## src/rtl/rv_pkg.sv

```systemverilog
// rtl/rv_pkg.sv - shared register-file types and defaults
//
// Purpose: default sizes, the hardwired-zero register index and common
//          address/data types used by the register file and its scoreboard.
// Ports:   none (package).
package rv_pkg;

    localparam int XLEN_DEFAULT  = 32;
    localparam int NREGS_DEFAULT = 32;
    localparam int REG_ZERO      = 0;

    typedef logic [4:0]              reg_addr_t;
    typedef logic [XLEN_DEFAULT-1:0] xword_t;

endpackage

```

## src/rtl/regfile_scoreboard.sv

```systemverilog
// rtl/regfile_scoreboard.sv - per-register pending-write busy scoreboard
//
// Purpose: tracks which registers have an outstanding multi-cycle producer.
//          A same-cycle issue and writeback to one register leaves it busy,
//          because the issue is a newer producer claiming it.
// Ports:
//   clk         in   rising-edge clock
//   reset       in   asynchronous active-low reset
//   set_i       in   producer issuing (mark set_rd_i busy)
//   set_rd_i    in   register to mark busy
//   clr_i       in   writeback (clear clr_rd_i)
//   clr_rd_i    in   register to clear
//   busy_o      out  registered busy vector, bit 0 always 0
//   any_busy_o  out  OR of all busy bits
module regfile_scoreboard
    import rv_pkg::*;
#(
    parameter int NREGS = NREGS_DEFAULT,
    parameter int AW    = $clog2(NREGS)
) (
    input  logic             clk,
    input  logic             reset,
    input  logic             set_i,
    input  logic [AW-1:0]    set_rd_i,
    input  logic             clr_i,
    input  logic [AW-1:0]    clr_rd_i,
    output logic [NREGS-1:0] busy_o,
    output logic             any_busy_o
);

    logic [NREGS-1:0] busy_q;
    logic [NREGS-1:0] busy_d;

    always_comb begin
        busy_d = busy_q;
        // Clear first, then set, so a same-cycle claim wins.
        if (clr_i && (clr_rd_i != AW'(REG_ZERO))) begin
            busy_d[clr_rd_i] = 1'b0;
        end
        if (set_i && (set_rd_i != AW'(REG_ZERO))) begin
            busy_d[set_rd_i] = 1'b1;
        end
        busy_d[REG_ZERO] = 1'b0;
    end

    always_ff @(posedge clk or negedge reset) begin
        if (!reset) begin
            busy_q <= '0;
        end else begin
            busy_q <= busy_d;
        end
    end

    assign busy_o     = busy_q;
    assign any_busy_o = |busy_q;

endmodule

```

## src/rtl/regfile_mp.sv

```systemverilog
// rtl/regfile_mp.sv - multi-port register file with busy scoreboard
//
// Purpose: NREGS x XLEN register file, register 0 hardwired to zero, NRD
//          combinational read ports, one writeback port, and a busy
//          scoreboard for multi-cycle producers.
//          Optional macro REGFILE_BYPASS_EN: same-cycle writeback data and
//          busy-clear are forwarded to matching read ports.
// Ports:
//   clk          in   rising-edge clock
//   reset        in   asynchronous active-low reset
//   rs_addr      in   NRD*AW packed read addresses, port i at [i*AW +: AW]
//   rs_data      out  NRD*XLEN packed read data, port i at [i*XLEN +: XLEN]
//   rs_busy      out  NRD per-port pending-write flags
//   we           in   writeback enable
//   rd           in   writeback destination
//   wdata        in   writeback data
//   issue_valid  in   multi-cycle producer issuing
//   issue_rd     in   destination to mark busy
//   any_busy     out  OR of all busy bits
module regfile_mp
    import rv_pkg::*;
#(
    parameter  int XLEN  = XLEN_DEFAULT,
    parameter  int NREGS = NREGS_DEFAULT,
    parameter  int NRD   = 2,
    localparam int AW    = $clog2(NREGS)
) (
    input  logic              clk,
    input  logic              reset,
    input  logic [NRD*AW-1:0]   rs_addr,
    output logic [NRD*XLEN-1:0] rs_data,
    output logic [NRD-1:0]      rs_busy,
    input  logic              we,
    input  logic [AW-1:0]     rd,
    input  logic [XLEN-1:0]   wdata,
    input  logic              issue_valid,
    input  logic [AW-1:0]     issue_rd,
    output logic              any_busy
);

    logic [XLEN-1:0]  regs_q [NREGS];
    logic [NREGS-1:0] busy_vec;
    logic             wr_en;

    assign wr_en = we && (rd != AW'(REG_ZERO));

    always_ff @(posedge clk or negedge reset) begin
        if (!reset) begin
            for (int r = 0; r < NREGS; r++) begin
                regs_q[r] <= '0;
            end
        end else if (wr_en) begin
            regs_q[rd] <= wdata;
        end
    end

    regfile_scoreboard #(
        .NREGS (NREGS),
        .AW    (AW)
    ) u_scoreboard (
        .clk        (clk),
        .reset      (reset),
        .set_i      (issue_valid),
        .set_rd_i   (issue_rd),
        .clr_i      (we),
        .clr_rd_i   (rd),
        .busy_o     (busy_vec),
        .any_busy_o (any_busy)
    );

    for (genvar i = 0; i < NRD; i++) begin : g_rd
        logic [AW-1:0]   addr;
        logic [XLEN-1:0] data;
        logic            busy;

        assign addr = rs_addr[i*AW +: AW];

        always_comb begin
            data = '0;
            busy = 1'b0;
            if (addr != AW'(REG_ZERO)) begin
                data = regs_q[addr];
                busy = busy_vec[addr];
            end
`ifdef REGFILE_BYPASS_EN
            // A consumer reading the register being written this cycle
            // sees the new value and no hazard.
            if (wr_en && (rd == addr)) begin
                data = wdata;
                busy = 1'b0;
            end
`endif
        end

        assign rs_data[i*XLEN +: XLEN] = data;
        assign rs_busy[i]              = busy;
    end

endmodule

```

## config.mk

```make
export PLATFORM = sky130hd
export DESIGN_NAME = regfile_mp
export DESIGN_NICKNAME = d
export VERILOG_FILES = /design/src/rtl/rv_pkg.sv /design/src/rtl/regfile_scoreboard.sv /design/src/rtl/regfile_mp.sv
export SDC_FILE = /design/constraint.sdc
export NUM_CORES = 2
export LEC_CHECK = 0
export ABC_AREA = 1
export BUFFER_PORTS_ARGS = -buffer_cell sky130_fd_sc_hd__clkbuf_2
export CORE_AREA = 2 2 395 397
export CTS_CLUSTER_SIZE = 28
export DETAILED_ROUTE_END_ITERATION = 12
export DIE_AREA = 0 0 397 399
export PLACE_DENSITY = 0.52
export SETUP_SLACK_MARGIN = 0.2
export SKIP_LAST_GASP = 1
export SLEW_MARGIN = 20
export SYNTH_ARGS = -nofsm -noshare
export SYNTH_HDL_FRONTEND = slang
export SYNTH_SLANG_ARGS = --single-unit
export TNS_END_PERCENT = 1
```

## constraint.sdc

```tcl
create_clock -name clk -period 5.8 [get_ports clk]
set_clock_uncertainty 0.05 [all_clocks]
set_input_delay 1.45 -clock clk [delete_from_list [all_inputs] [get_ports clk]]
set_output_delay 1.45 -clock clk [all_outputs]
set_load 0.03 [all_outputs]
```

# Word level (Yosys, flattened, before mapping)

Index checks and enable logic that the tools add are counted.

Add/subtract/negate cells: 0
Multipliers: 0
Divide/modulo/power cells: 0
$lt $le $gt $ge: 10
Equality and inequality tests: 0
Shift-type cells: 0
Multiplexer cells: 23
Bitwise operators: 6
Reductions and logical operators: 10

Operator list:

| kind                                                                          | count |
|---|---|
| 1024-bit bitwise mux                                                          | 1 |
| 32-bit binary-select mux with 5-bit select                                    | 2 |
| 32-bit 2-to-1 mux                                                             | 9 |
| 32-bit demux with 5-bit select                                                | 1 |
| 32-bit AND                                                                    | 1 |
| 32-bit inverter                                                               | 1 |
| 32-bit bitwise OR                                                             | 1 |
| 31-bit OR reduction                                                           | 1 |
| 5-bit by 6-bit less-than comparator with 1-bit output (second input constant) | 4 |
| 5-bit nonzero test                                                            | 4 |
| 6-bit >= comparator (second input constant)                                   | 3 |
| 5-bit inverter with 6-bit output                                              | 3 |
| 1-bit binary-select mux with 5-bit select                                     | 2 |
| 1-bit demux with 5-bit select                                                 | 2 |
| 5-bit by 1-bit >= comparator with 1-bit output (second input constant)        | 2 |
| 6-bit by 1-bit less-than comparator with 1-bit output (second input constant) | 1 |
| 1-bit 2-to-1 mux                                                              | 6 |
| 1-bit logical AND                                                             | 5 |

Bits in registers: 1055
Bits in latches: 0
Bits in writable memories: 0
Memory bits (read-only): 0
Output and inout port bits: 67
Memories kept: 0

# Depth between registers and ports, before layout

Word-level depth: 9
Gate-level depth with buffers: 14
Mapped depth without buffers: 9

# Hierarchy

From an unflattened synthesis, not the netlist that was laid out.

Cell total of the unflattened synthesis: 8637
Area, all modules: 58456.1 um^2

Modules (own cells, without submodules):

| module             | times used | cells each | area each (um^2) | sequential area each (um^2) |
|---|---|---|---|---|
| regfile_mp         | 1          | 8441       | 56925.8          | 25624.6 |
| regfile_scoreboard | 1          | 196        | 1530.2           | 775.7 |

# Worst setup path after synthesis

Ideal clock, no wire load.

Path type: in2out
From: in rs_addr[5]
To: out rs_data[33]
Data arrival time: 2.880 ns
Data required time: 4.300 ns
Path slack: 1.420 ns
Cell stages on the path: 10
Path buffers: 4
Cell sequence: buf_2 buf_4 buf_2 buf_2 a21oi_1 o21ai_0 nand3_1 a21oi_1 nor2_1 nor2_1

Longest elaborated chain between the ends: 5
Elaborated cells between the ends (all ways): 6
Classes of those cells: 4 x mux; 1 x bitwise; 1 x reduce/logical

Ends and longest elaborated chain:

| item                                                   | line             | source |
|---|---|---|
| start: declaration                                     | regfile_mp.sv:30 | `input logic [NRD*AW-1:0] rs_addr,` |
| 5-bit inverter with 6-bit output (implied by the code) | regfile_mp.sv:82 | `data = regs_q[addr];` |
| 32-bit binary-select mux with 5-bit select             | regfile_mp.sv:82 |  |
| 32-bit 2-to-1 mux (implied by the code) (2 in a row)   | regfile_mp.sv:82 |  |
| 32-bit 2-to-1 mux (*)                                  | regfile_mp.sv:81 | `if (addr != AW'(REG_ZERO)) begin` |
| end: declaration                                       | regfile_mp.sv:31 | `output logic [NRD*XLEN-1:0] rs_data,` |

Mark *: on every way between the ends. The rest lies on a longest branch, timed or not. The select of a mux whose other input is x is not followed.

# Worst setup path after layout

From: in rs_addr[2]
To: out rs_data[31]

The elaborated chain is that of the path after synthesis.

==> results.sh <==
export IMPL_slew_headroom_pct=20.5
export IMPL_port_buffer_count=122
export IMPL_io_pins=123
export IMPL_ctsHoldBuffers=0
export IMPL_endpoint="rs_data[31]"
export IMPL_drt_wl_total_um=246000
export IMPL_rsz0062_at_grt="no"
export IMPL_die_h_um=399
export IMPL_postSynthCellCount=8611
export IMPL_wire_per_inst_um=23.6
export IMPL_fin_ws_ps=404
export IMPL_status="complete, no violations"
export IMPL_synth_area_leaders="dfrtp_1, nand2_1, nand3_1"
export IMPL_setup_viol=0
export IMPL_syn_area_mm2=0.0598
export IMPL_crit_cells=8
export IMPL_num_vias=59200
export IMPL_clockBufferDepth=3
export IMPL_yosysSeqAreaShare_pct=44.1
export IMPL_powerDensity_mw_per_mm2=353
export IMPL_yosysTopAreaCell="dfrtp_1"
export IMPL_fin_nets=8334
export IMPL_cap_violations=0
export IMPL_cp_slowest_cell="nand3_2"
export IMPL_slowest_delay_ps=650
export IMPL_reg2reg_slack_ps=4970
export IMPL_grt_usage_pct=30.7
export IMPL_hold_start="regs_q[1023]"
export IMPL_grt_overflow=0
export IMPL_worst_pin_slew_ps=1190
export IMPL_viasPerCell=5.67
export IMPL_syn_num_nets=8667
export IMPL_drv_slew=0
export IMPL_crit_path_start="rs_addr[2]"
export IMPL_critPathTopFamily="simple AND/OR/NAND/NOR gates"
export IMPL_route_detailed_drc=0
export IMPL_post_cts_resized=0
export IMPL_num_rows=144
export IMPL_synth_cell_type_count=29
export IMPL_crit_path_start_kind="input port"
export IMPL_finalHoldViolCount=0
export IMPL_path_buf_inv=4
export IMPL_dp_hpwl_um=141000
export IMPL_grt_pass1_wl_um=369000
export IMPL_htreeDepth=4
export IMPL_num_fill_cells=15900
export IMPL_grt_pass1_vias=55400
export IMPL_hold_class="flop to flop"
export IMPL_r2r_start="regs_q[526]"
export IMPL_path_max_fanout=28
export IMPL_grt_max_degree=138
export IMPL_start_util_pct=38.9
export IMPL_finalCriticalPeriod_ps=5400
export IMPL_ys_seq_elements=1055
export IMPL_area_delta_synth_final_pct=10.4
export IMPL_die_width_um=397
export IMPL_cts_setup_buffers=0
export IMPL_place_congestion=0.851
export IMPL_crit_chain="buf_6 > nor3_1 > nand3_2 > buf_12 > nand2_1 > nor2_1 > buf_4 > clkbuf_2"
export IMPL_drtIter0Drc=7060
export IMPL_insertion_delay_ps=780
export IMPL_antenna_found_initial=8
export IMPL_arrival_ps=3900
export IMPL_yosys_warnings=0
export IMPL_synth_top_area_share_pct=44.1
export IMPL_coreArea_mm2=0.154
export IMPL_dieArea_mm2=0.158
export IMPL_ant_nets=0
export IMPL_max_vdd_ir_drop_v=0.000317
export IMPL_dp_slack_ps=463
export IMPL_numCtsBuffers=132
export IMPL_drive_gt1_share_pct=8.40
export IMPL_path_clk_slew_ps=60
export IMPL_cts_tree="done"
export IMPL_crit_type="input port to output pin"
export IMPL_required_ps=4300
export IMPL_clockRootBuffer="clkbuf_16"
export IMPL_fin_crit_sh_pct=93.0
export IMPL_reg2reg_depth=2
export IMPL_max_freq_mhz=185
export IMPL_worst_setup_path_end_kind="output pin"
export IMPL_tns_ps=0
export IMPL_utilization_pct=43.0
export IMPL_clock_sinks=1055
export IMPL_dr_pass1_iters=6
export IMPL_worstReg2RegEnd="regs_q[526]"
export IMPL_syn_area_per_cell_um2=6.95
export IMPL_power_leakage_uw=0.0308
==> cells in the mapped netlist, drive strengths merged <==
library cell and number:
dfrtp 1055, nor4 7, o211ai 43, a21oi 406, nor3 7, buf 483, nand2 3277, clkbuf 312
nor2 644, or2 1, o22ai 2, o21ai 786, nand4 3, inv 124, nand3 1458, clkinv 3
==> cell type report <==
class                      count  area, um^2  share of cell area [%]
multi-input combinational   6634       29000                    43.9
sequential                  1055       26400                    40.0
clock buffer                 191        3830                    5.79
timing repair buffer         328        3150                    4.76
tap                         2044        2560                    3.87
clock inverter                46         558                   0.845
inverter                     127         537                   0.812
antenna                        6        15.0                  0.0227
==> kinds of logic after synthesis <==
kind of cell / after synthesis / share of synthesized area [%]
AO/OA/AOI/OAI: 1237 / 11.1
flip-flops: 1055 / 44.1
AND/OR/NAND/NOR: 5397 / 37.2
buffers and inverters: 922 / 7.50
==> metal layers <==
layer  routed length [um]  GRT usage [%]  up-vias
met5                    0              0        -
met4                 8640           11.5        0
met3                20100           4.69      441
met2               108000           47.0     2739
met1               109000           43.8    28600
li1                     -              -    27400
==> worst min-delay path by stage <==
stage,end,slack [ps],cells after the start
4_1_cts,regs_q[1023],350,0
2_1_floorplan,regs_q[1000],400,1
3_3_place_gp,regs_q[999],340,0
6_report,regs_q[1023],350,0
5_1_grt,regs_q[1019],360,0
3_5_place_dp,regs_q[1023],340,0
==> stage by stage <==
stage          power [uW]  hold slack, ps  cells  instance area (um^2)
2_1_floorplan       13300             401   8611                 59800
3_3_place_gp        14700             335  10200                 61600
3_5_place_dp        14800             340  10200                 61600
4_1_cts             23400             353  10400                 66000
5_1_grt             24600             363  10400                 66100
6_report            23300             350  10400                 66100
==> cell usage in the layout (no fill, tap or decap), types with 20 or more instances in the layout <==
cell type,n
nand2_1,3268
nand3_1,1452
dfrtp_1,1055
nor2_1,628
o21ai_0,437
a21oi_1,406
o21ai_1,251
buf_4,135
clkbuf_16,134
clkbuf_2,113
o21ai_2,98
inv_1,83
buf_12,72
o211ai_1,43
clkbuf_1,31
clkbuf_8,26
clkinv_2,24
inv_2,20
==> power breakdown <==
part	internal (uW)	switching, uW
Combinational	1760	2990
Clock	5040	3450
Sequential	8850	1200
==> flip-flops by register name, indices dropped and copies added (netlist names) <==
name	cells
regs_q	1024
u_scoreboard.busy_o	31
Power figures use the tool's default switching activity.
